[src/rtl/data_mem_access_ctrl.sv]
// data_mem_access_ctrl: MEM-stage initiator for the word-addressed data memory.
// Ports:
//   clk, rst             clock, asynchronous active-high reset
//   memReadEn/memWriteEn pipeline load/store request (store wins if both set)
//   addr, storeData      byte address and store value from the pipeline
//   loadData             last completed load value
//   done                 one-cycle pulse when an access finishes
//   freeze               stall request to the pipeline (combinational)
//   addrError            one-cycle pulse for an out-of-range/misaligned request
//   memAdr, writeData    latched address/data driven to the memory
//   memRead, memWrite    registered memory enables, held MEM_LATENCY cycles
//   readData             combinational memory read data
module data_mem_access_ctrl #(
    parameter int          MEM_LATENCY = 2,
    parameter logic [31:0] BASE_ADDR   = 32'd1024,
    parameter int          WORD_COUNT  = 64
) (
    input  logic        clk,
    input  logic        rst,
    input  logic        memReadEn,
    input  logic        memWriteEn,
    input  logic [31:0] addr,
    input  logic [31:0] storeData,
    output logic [31:0] loadData,
    output logic        done,
    output logic        freeze,
    output logic        addrError,
    output logic [31:0] memAdr,
    output logic [31:0] writeData,
    output logic        memRead,
    output logic        memWrite,
    input  logic [31:0] readData
);
    localparam int CW = MEM_LATENCY > 1 ? $clog2(MEM_LATENCY) : 1;

    typedef enum logic [1:0] {IDLE, ACCESS, DONE} state_t;

    state_t        state, state_n;
    logic [CW-1:0] count;
    logic          is_write;
    logic          req, ok, accept, last, op_write;
    logic [32:0]   addr_x;

    // 33-bit compare so the upper bound cannot wrap
    assign req    = memReadEn | memWriteEn;
    assign addr_x = {1'b0, addr};
    assign ok     = addr_x >= {1'b0, BASE_ADDR} &&
                    addr_x < {1'b0, BASE_ADDR} + 33'(4 * WORD_COUNT) &&
                    addr[1:0] == 2'b00;
    assign accept = state == IDLE && req && ok;
    assign last   = state == ACCESS && count == '0;
    // op type of the access that will be in flight next cycle
    assign op_write = accept ? memWriteEn : is_write;

    always_ff @(posedge clk or posedge rst) begin
        if (rst) state <= IDLE;
        else     state <= state_n;
    end

    always_comb begin
        state_n = state;
        freeze  = 1'b0;
        state_n = accept ? ACCESS : last ? DONE : state == DONE ? IDLE : state;
        freeze  = accept || state == ACCESS;
    end

    always_ff @(posedge clk or posedge rst) begin
        if (rst) begin
            count     <= '0;
            is_write  <= 1'b0;
            memAdr    <= '0;
            writeData <= '0;
            loadData  <= '0;
            done      <= 1'b0;
            addrError <= 1'b0;
            memRead   <= 1'b0;
            memWrite  <= 1'b0;
        end else begin
            done      <= state_n == DONE;
            addrError <= state == IDLE && req && !ok;
            memRead   <= state_n == ACCESS && !op_write;
            memWrite  <= state_n == ACCESS && op_write;
            if (accept) begin
                memAdr    <= addr;
                writeData <= storeData;
                is_write  <= memWriteEn;
                count     <= CW'(MEM_LATENCY - 1);
            end else if (state == ACCESS && count != '0) begin
                count <= count - 1'b1;
            end
            if (last && !is_write) loadData <= readData;
        end
    end
endmodule
[config.mk]
export PLATFORM = sky130hd
export DESIGN_NAME = data_mem_access_ctrl
export DESIGN_NICKNAME = d
export VERILOG_FILES = /design/src/rtl/data_mem_access_ctrl.sv
export SDC_FILE = /design/constraint.sdc
export NUM_CORES = 1
export LEC_CHECK = 0
export CAP_MARGIN = 30
export CELL_PAD_IN_SITES_DETAIL_PLACEMENT = 1
export CELL_PAD_IN_SITES_GLOBAL_PLACEMENT = 2
export CORE_UTILIZATION = 25
export DETAILED_ROUTE_END_ITERATION = 7
export PLACE_DENSITY = 0.84
export SYNTH_ARGS = -nofsm -noshare
export SYNTH_HDL_FRONTEND = slang
export SYNTH_SLANG_ARGS = --single-unit
[constraint.sdc]
create_clock -name clk -period 5.45 [get_ports clk]
set_clock_uncertainty 0.15 [all_clocks]
set_input_delay 1.3625 -clock clk [delete_from_list [all_inputs] [get_ports clk]]
set_output_delay 1.3625 -clock clk [all_outputs]
set_load 0.03 [all_outputs]
==> results of run 1 <==
-- final cells by class --
class	count	area share [%]
clock inverter	7	0.8367
tap	184	3.665
sequential	104	41.43
inverter	3	0.2191
multi-input combinational	123	18.07
timing repair buffer	203	32.19
clock buffer	9	3.586
-- logic make-up after synthesis --
logic type             share of synthesized area, %
AO/OA/AOI/OAI                                 1.147
buffers and inverters                         2.228
flip-flops                                    68.17
multiplexers                                  20.94
AND/OR/NAND/NOR                               7.506
-- metal layers --
| metal | vias up | track usage [%] | wire length [um] |
|---|---|---|---|
| li1 | 1229 | - | - |
| met1 | 1358 | 15.86 | 3995 |
| met2 | 110 | 24.31 | 5212 |
| met3 | 12 | 5.691 | 950 |
| met4 | 0 | 5.380 | 151 |
| met5 | - | 0 | 0 |
-- worst register-to-register path, stage by stage (launching register included) --
cell     delay [ps]
dfrtp_1         410
nor2_1          120
o21ai_0         170
nor4_4          260
buf_4           700
mux2_1          410
-- path summary, 6_finish.rpt --
check / startpoint / to / slack [ps] / cells past startpoint
max: addr[25] / freeze / 1010 / 6
min: memAdr[10]$_DFFE_PP0P_ / memAdr[10]$_DFFE_PP0P_ / 320 / 1
max reg2reg: state[1]$_DFF_PP0_ / memAdr[2]$_DFFE_PP0P_ / 3120 / 5
min reg2reg: memAdr[10]$_DFFE_PP0P_ / memAdr[10]$_DFFE_PP0P_ / 320 / 1
max in group asynchronous: rst / loadData[12]$_DFFE_PP0P_ / 2750 / 3
min in group asynchronous: rst / loadData[28]$_DFFE_PP0P_ / 1400 / 2
-- registers in the layout, summed over array words and instances, names as in the netlist --
register   cells
loadData      32
done           1
memWrite       1
count          1
addrError      1
memAdr        32
is_write       1
memRead        1
writeData     32
state          2
-- power by group --
group          total (mW)  internal, mW  switching [mW]  leakage [nW]
Combinational       0.153        0.0923          0.0611          1.32
Clock               0.614         0.314           0.300         0.137
Sequential          0.790         0.784         0.00652          1.38
Total                1.56          1.19           0.367          2.83
-- layout by cell type (no fill, tap or decap), drive strengths merged --
cell / Yosys / final
clkdlybuf4s50: 0 / 199
dfrtp: 104 / 104
mux2: 71 / 71
nor2b: 26 / 26
clkbuf: 1 / 9
inv: 3 / 6
nor4: 5 / 5
nor2: 4 / 4
buf: 9 / 4
nand2: 3 / 3
clkinv: 0 / 3
o21ai: 2 / 2
or2: 2 / 2
nor3: 2 / 2
nand4: 1 / 1
nor4b: 1 / 1
or4: 1 / 1
a21boi: 1 / 1
nand2b: 1 / 1
o2bb2ai: 1 / 1
a32o: 1 / 1
a21o: 1 / 1
clkinvlp: 0 / 1
-- per-stage QoR --
| stage | cells | hold slack (ps) |
|---|---|---|
| detailed placement | 617 | 313.5 |
| finish | 633 | 324.4 |
| CTS | 633 | 329.5 |
| global placement | 617 | 306.5 |
| global route | 633 | 353.1 |
| floorplan | 240 | 302.8 |
==> results by group, run 1 <==
Final layout
  – Post-layout util: 42.73%
  – Area growth from synthesis to layout: 64.54%
  – Fin nets: 544
  – Area of the multi-input gates: 0.001135 mm2
  – Share of cells above drive strength 1: 12.69%
  – Register area: 0.002603 mm2
  – Fin area: 0.006281 mm2
  – Layout filler cell count: 1,536
  – Antenna Cells: 0

Critical path
  – Crit-path max FO: 2
  – Critical path's top delay family: simple AND/OR/NAND/NOR gates
  – CP Cell Sequence: clkdlybuf4s50_1 -> nor4_1 -> nand4_1 -> nor4_4 -> or2_2 -> buf_4
  – Critical path class: input port to output port
  – CP Data Required Time: 3940 ps
  – Critical Path Start Type: input port
  – CP arrival: 2920 ps
  – CP peak stage delay: 420 ps
  – Crit-path slowest cell: clkdlybuf4s50_1
  – Endpoint type of the worst setup path: output port
  – CP Buf/Inv Count: 2

Yosys
  – Async S/R FF share, synth: 100.0%
  – Mapped cell area: 0.003817 mm2
  – Most common cell in the netlist: dfrtp_1
  – Area leader, netlist: dfrtp_1
  – Synth cell types: 23
  – Top post-synthesis cells by area: dfrtp_1 (68%), mux2_1 (12%), mux2_2 (9.4%)
  – Seq cells post-synth: 104
  – Synthesized instance count: 240
  – Syn_area_per_cell: 15.91 um2
  – Warnings from Yosys: 0
  – Most frequent cells after synthesis: dfrtp_1 (104), mux2_1 (39), mux2_2 (32), nor2b_1 (26), buf_2 (5)
  – Post-synth EDFFs: 0
  – Primary FF master, synth: dfrtp_1
  – Net count after synthesis: 340
  – Register area share after synthesis: 68.17%
  – Synth top area share: 68.17%

Placement
  – Placed Area: 0.006003 mm2
  – Post-DP HPWL: 7451 um
  – GPL Wtd Cong: 0.7196
  – I/O Buffers: 200
  – Pre-CTS WS: 1025 ps

Floorplanning
  – Die Area: 0.01577 mm2
  – CORE AREA: 0.01470 mm2
  – Die height: 125.6 um
  – Initial Util: 25.97%
  – Die X: 125.6 um
  – Io pins: 201
  – Cell row count: 44

Timing
  – Post-route clock period utilization: 81.40%
  – # setup viols final: 0
  – Max-slew headroom: 42.50%
  – Final Hold Viols: 0
  – Setup TNS: 0 ps
  – Max Slew Vio Count: 0
  – Min Tclk post-route: 4436 ps
  – Tightest Pin Transition: 862.5 ps
  – Worst setup margin: 1014 ps
  – RSZ-0062 raised after global routing: false
  – Max Fclk: 225.4 MHz

Global routing
  – Gr usage total: 14.22%
  – GRT overflow: 0
  – Largest net degree at the start of global routing: 71
  – Vias in the first global route: 3,170
  – First-pass GRT wire length: 17,320 um
  – Antenna violations before repair: 0

Detailed routing
  – DRC: 15
  – Vias/cell: 4.280
  – Pre-antenna DRT Iters: 6
  – Drt total wl: 10,310 um
  – Post-route ant nets: 0
  – Vias: 2,709
  – Routed WL per cell: 16.29 um
  – DRT iter0 DRCs: 94

Clock tree
  – TritonCTS Sinks: 104
  – Setup bufs post-CTS: 0
  – Post_cts resized: 0
  – Clock latency on the worst-skew pair: 340 ps
  – Hold_buf cts: 0
  – CTS buffer count: 9
  – Worst-path clk slew: 70 ps
  – CTS max path bufs: 2
  – TritonCTS clock tree: built
  – CTS H-tree lvls: 3
  – Root buffer cell: clkbuf_16

Power and ir drop
  – Peak supply drop: 0.1743 mV
  – P per Cell Area: 247.9 mW/mm2
  – Final Total Pwr: 1.557 mW
  – Leak: 2.828 nW

Min path
  – Hold crit path type: flop to flop

Run
  – Max-cap violations: 0

Run status
  – Status: finished with violations
  – Failing checks: design-rule violations
Note: power is estimated with default switching activity, not from simulation.
==> run 2, diff against run 1 <==
CORE_UTILIZATION = 22   (was 25)
PLACE_DENSITY = 0.79   (was 0.84)
clock period = 3.6 ns   (was 5.45 ns; I/O delays follow)
==> results by group, run 2 (synthesis results as in run 1) <==
Timing
  – # setup viols final: 0
  – RSZ-0062 raised after global routing: false
  – Setup TNS: 0 ps
  – Post-route clock period utilization: 97.51%
  – Max Slew Vio Count: 0
  – Tightest Pin Transition: 521.6 ps
  – Max-slew headroom: 65.23%
  – Max Fclk: 284.9 MHz
  – Min Tclk post-route: 3510 ps
  – Worst setup margin: 89.64 ps
  – Final Hold Viols: 0

Global routing
  – GRT overflow: 0
  – First-pass GRT wire length: 16,110 um
  – Vias in the first global route: 3,067
  – Antenna violations before repair: 0
  – Largest net degree at the start of global routing: 74
  – Gr usage total: 11.81%

Floorplanning
  – Die height: 133.7 um
  – Cell row count: 47
  – Die Area: 0.01788 mm2
  – CORE AREA: 0.01676 mm2
  – Initial Util: 22.78%
  – Io pins: 201
  – Die X: 133.7 um

Critical path
  – Critical Path Start Type: input port
  – Reg2Reg Depth: 7
  – Endpoint type of the worst setup path: output port
  – CP peak stage delay: 550 ps
  – CP arrival: 2460 ps
  – Worst r2r src: state[0]$_DFF_PP0_
  – Crit-path max FO: 2
  – Reg2reg setup slack: 1260 ps
  – CP Data Required Time: 2550 ps
  – Critical path class: input port to output port
  – Crit-path slowest cell: or4_4
  – Reg2reg end: writeData[26]$_DFFE_PP0P_
  – CP Cell Sequence: clkdlybuf4s50_1 -> or4_4 -> nor4_4 -> or2_2 -> buf_4

Power and ir drop
  – P per Cell Area: 389.6 mW/mm2
  – Peak supply drop: 0.2075 mV
  – Leak: 2.877 nW

Clock tree
  – Worst-path clk slew: 70 ps
  – TritonCTS Sinks: 104
  – Root buffer cell: clkbuf_16
  – CTS buffer count: 9
  – CTS max path bufs: 2
  – Clock latency on the worst-skew pair: 340 ps
  – CTS H-tree lvls: 3
  – TritonCTS clock tree: built

Final layout
  – Area growth from synthesis to layout: 68.44%
  – Post-layout util: 38.37%
  – Most common cell after layout, fill and taps aside: clkdlybuf4s50_1
  – Fin nets: 548
  – Antenna Cells: 0
  – Largest regs: loadData (32), memAdr (32), writeData (32)
  – Most frequent cells in the layout: clkdlybuf4s50_1 (199), dfrtp_1 (104), mux2_1 (39), mux2_2 (32), nor2b_1 (26)
  – Share of cells above drive strength 1: 13.25%

Run status
  – Status: finished, final reports clean

Detailed routing
  – Vias/cell: 4.036
  – Pre-antenna DRT Iters: 3
  – Vias: 2,716
  – DRC: 0
  – Drt total wl: 10,220 um
  – Post-route ant nets: 0
  – Routed WL per cell: 15.18 um
  – DRT iter0 DRCs: 44

Min path
  – Hold endpoint: memAdr[10]$_DFFE_PP0P_
  – Hold crit path type: flop to flop
  – Hold Startpoint: memAdr[10]$_DFFE_PP0P_
  – Hold Path Depth: 1

Placement
  – I/O Buffers: 200
  – Pre-CTS WS: 70.12 ps
  – GPL Wtd Cong: 0.7394
  – Post-DP HPWL: 7710 um

Run
  – Max-cap violations: 0
==> run 2: cell count changes in the layout (fill, tap and decap cells not counted), moves of 2 or more <==
cell,change
inv_6,-3
buf_4,+3
clkbuf_1,+2
clkbuf_8,+3
clkinv_2,-2
bufinv_16,+2
==> run 2: timing repair <==
action,in CTS,in global routing
buffers inserted,0,1
hold buffers,0,0
gates resized for setup,0,1
endpoints found under the setup margin,0,1
==> run 2: routing by layer <==
layer	vias up	wire [um]	global-route usage (%)	share of wire, %
met5	-	0	0	0
li1	1237	-	-	-
met3	11	699	3.653	6.8
met2	109	5163	20.15	51
met1	1359	4217	13.71	41
met4	0	135	4.735	1.3
==> run 2: worst max-delay path: cells and delay by family <==
kind / cells / cell delay (ps)
buffers and inverters: 2 / 550
AND/OR/NAND/NOR: 3 / 1010
==> run 2: through the flow <==
step           total power [mW]  instance area, um2  hold slack [ps]  std cells
2_1_floorplan             1.293                3821            302.8        240
4_1_cts                   2.565                6419            329.3        672
5_1_grt                   2.618                6430            353.9        673
3_3_place_gp              1.453                6085            302.3        656
3_5_place_dp              1.458                6085            311.9        656
6_report                  2.505                6430            324.5        673
==> run 2: worst max-delay path by stage <==
stage,start,end,slack (ps),cells after the start
global placement,addr[24],freeze,100,6
finish,addr[16],freeze,90,5
global route,addr[11],freeze,40,6
detailed placement,addr[30],freeze,70,6
CTS,addr[30],freeze,50,6
floorplan,addr[24],freeze,260,5
==> run 2: power by group <==
part / internal (mW) / switching [mW] / total, mW / leakage, nW
logic: 0.142 / 0.0931 / 0.235 / 1.34
registers: 1.19 / 0.00971 / 1.20 / 1.38
clock network: 0.667 / 0.406 / 1.07 / 0.163
==> run 2: layout make-up <==
type | instances | area (um2)
Multi-Input combinational cell | 123 | 1139
Timing Repair Buffer | 207 | 2064
Clock inverter | 2 | 60.06
Clock buffer | 14 | 274.0
Sequential cell | 104 | 2603
Inverter | 3 | 15.01
Tap cell | 220 | 275.3
Fill cell | 1749 | 10330
==> run 3, diff against run 2 <==
CAP_MARGIN = default   (was 30)
CORE_ASPECT_RATIO = 1.1   (was default)
SETUP_SLACK_MARGIN = 0.4   (was default)
==> results by group, run 3 (synthesis results as in run 1) <==
Placement
  – Pre-CTS WS: -15.87 ps
  – GPL Wtd Cong: 0.6919
  – Post-DP HPWL: 7532 um
  – Placed Area: 0.006120 mm2
  – I/O Buffers: 200

Detailed routing
  – Vias: 2,763
  – Vias/cell: 4.034
  – Routed WL per cell: 15.23 um
  – Post-route ant nets: 0
  – DRT iter0 DRCs: 49
  – Pre-antenna DRT Iters: 4
  – DRC: 0
  – Drt total wl: 10,430 um

Critical path
  – Reg2reg end: writeData[17]$_DFFE_PP0P_
  – Worst r2r src: state[1]$_DFF_PP0_
  – Crit-path max FO: 2
  – Setup crit end: freeze
  – Endpoint type of the worst setup path: output port
  – CP Data Required Time: 2550 ps
  – CP Cell Sequence: clkbuf_2 -> nor4_2 -> nand4_1 -> nor4_4 -> or2_4 -> buf_12
  – Critical path class: input port to output port
  – Reg2Reg Depth: 6
  – Critical Path Start Type: input port
  – Setup crit start: addr[27]
  – CP arrival: 2160 ps
  – CP peak stage delay: 370 ps
  – Crit-path slowest cell: nor4_4
  – Reg2reg setup slack: 1400 ps

Final layout
  – Most common cell after layout, fill and taps aside: clkdlybuf4s50_1
  – Antenna Cells: 0
  – Layout filler cell count: 1,795
  – Area growth from synthesis to layout: 68.11%
  – Most frequent cells in the layout: clkdlybuf4s50_1 (173), dfrtp_1 (104), mux2_1 (39), mux2_2 (32), nor2b_1 (26)
  – Share of cells above drive strength 1: 17.52%
  – Post-layout util: 37.71%
  – Fin nets: 546
  – Fin area: 0.006417 mm2
  – Largest regs: loadData (32), memAdr (32), writeData (32)

Floorplanning
  – Die height: 140.2 um
  – Cell row count: 50
  – Io pins: 201
  – Initial Util: 22.43%
  – CORE AREA: 0.01702 mm2
  – Die Area: 0.01788 mm2
  – Die X: 127.6 um

Global routing
  – Largest net degree at the start of global routing: 58
  – Antenna violations before repair: 0
  – Vias in the first global route: 3,090
  – First-pass GRT wire length: 16,520 um
  – GRT overflow: 0
  – Gr usage total: 12.09%

Timing
  – Post-route clock period utilization: 89.17%
  – Worst setup margin: 390.0 ps
  – Min Tclk post-route: 3210 ps
  – Max Fclk: 311.5 MHz
  – Tightest Pin Transition: 621.8 ps
  – RSZ-0062 raised after global routing: true
  – Final Hold Viols: 0
  – Max Slew Vio Count: 0
  – Max-slew headroom: 58.54%
  – # setup viols final: 0

Clock tree
  – TritonCTS Sinks: 104
  – CTS max path bufs: 2
  – Worst-path clk slew: 70 ps
  – Clock latency on the worst-skew pair: 340 ps
  – CTS buffer count: 9
  – TritonCTS clock tree: built
  – CTS H-tree lvls: 3
  – Setup bufs post-CTS: 0
  – Root buffer cell: clkbuf_16

Power and ir drop
  – Final Total Pwr: 2.401 mW
  – Leak: 2.895 nW
  – P per Cell Area: 374.1 mW/mm2
  – Peak supply drop: 0.1827 mV

Run status
  – Status: finished, final reports clean

Min path
  – Hold crit path type: flop to flop

Run
  – Max-cap violations: 0
-- run 3: worst min-delay path by stage --
stage | from | endpoint | depth (start not counted)
after floorplan | is_write$_DFF_PP0_ | memRead$_DFF_PP0_ | 1
after global placement | memAdr[10]$_DFFE_PP0P_ | memAdr[10]$_DFFE_PP0P_ | 1
after detailed placement | memAdr[10]$_DFFE_PP0P_ | memAdr[10]$_DFFE_PP0P_ | 1
after CTS | memAdr[10]$_DFFE_PP0P_ | memAdr[10]$_DFFE_PP0P_ | 1
after global routing | memAdr[10]$_DFFE_PP0P_ | memAdr[10]$_DFFE_PP0P_ | 1
final | memAdr[10]$_DFFE_PP0P_ | memAdr[10]$_DFFE_PP0P_ | 1
-- run 3: critical path, delay by kind of cell --
kind / cells / cell delay (ps)
buf+inv: 2 / 200
simple gates: 4 / 1050
-- run 3: layout make-up --
type	instances	area, um2	area share (%)
clock buffer	11	252.7	3.938
multi-input combinational	123	1192	18.58
tap	234	292.8	4.562
sequential	104	2603	40.55
clock inverter	5	46.29	0.7214
timing repair buffer	205	2016	31.41
inverter	3	15.01	0.2340
-- run 3: layer usage --
| metal | global-route usage, % | vias to the layer above | wire length (um) |
|---|---|---|---|
| met5 | 0 | - | 0 |
| met4 | 5.573 | 0 | 192 |
| met3 | 2.903 | 9 | 721 |
| met2 | 21.92 | 120 | 5499 |
| met1 | 13.25 | 1405 | 4018 |
| li1 | - | 1229 | - |
-- run 3: through the flow --
| stage | hold slack [ps] | setup TNS (ps) | std cells |
|---|---|---|---|
| floorplan | 302.8 | 0 | 240 |
| global placement | 307.6 | -24.00 | 669 |
| detailed placement | 318.5 | -15.87 | 669 |
| CTS | 336.5 | 0 | 685 |
| global route | 347.6 | 0 | 685 |
| finish | 329.7 | 0 | 685 |
-- run 3: power by group --
| part | total (mW) | leakage (nW) | switching (mW) | internal, mW |
|---|---|---|---|---|
| clock | 0.975 | 0.149 | 0.455 | 0.520 |
| sequential | 1.20 | 1.38 | 0.00953 | 1.19 |
| combinational | 0.230 | 1.37 | 0.0968 | 0.134 |
-- run 3: what timing repair did --
item                       CTS  global route
setup endpoints to repair    1             1
hold buffers                 0             0
cloned                       0             0
pin swaps                   11             7
gates resized for setup     50            21
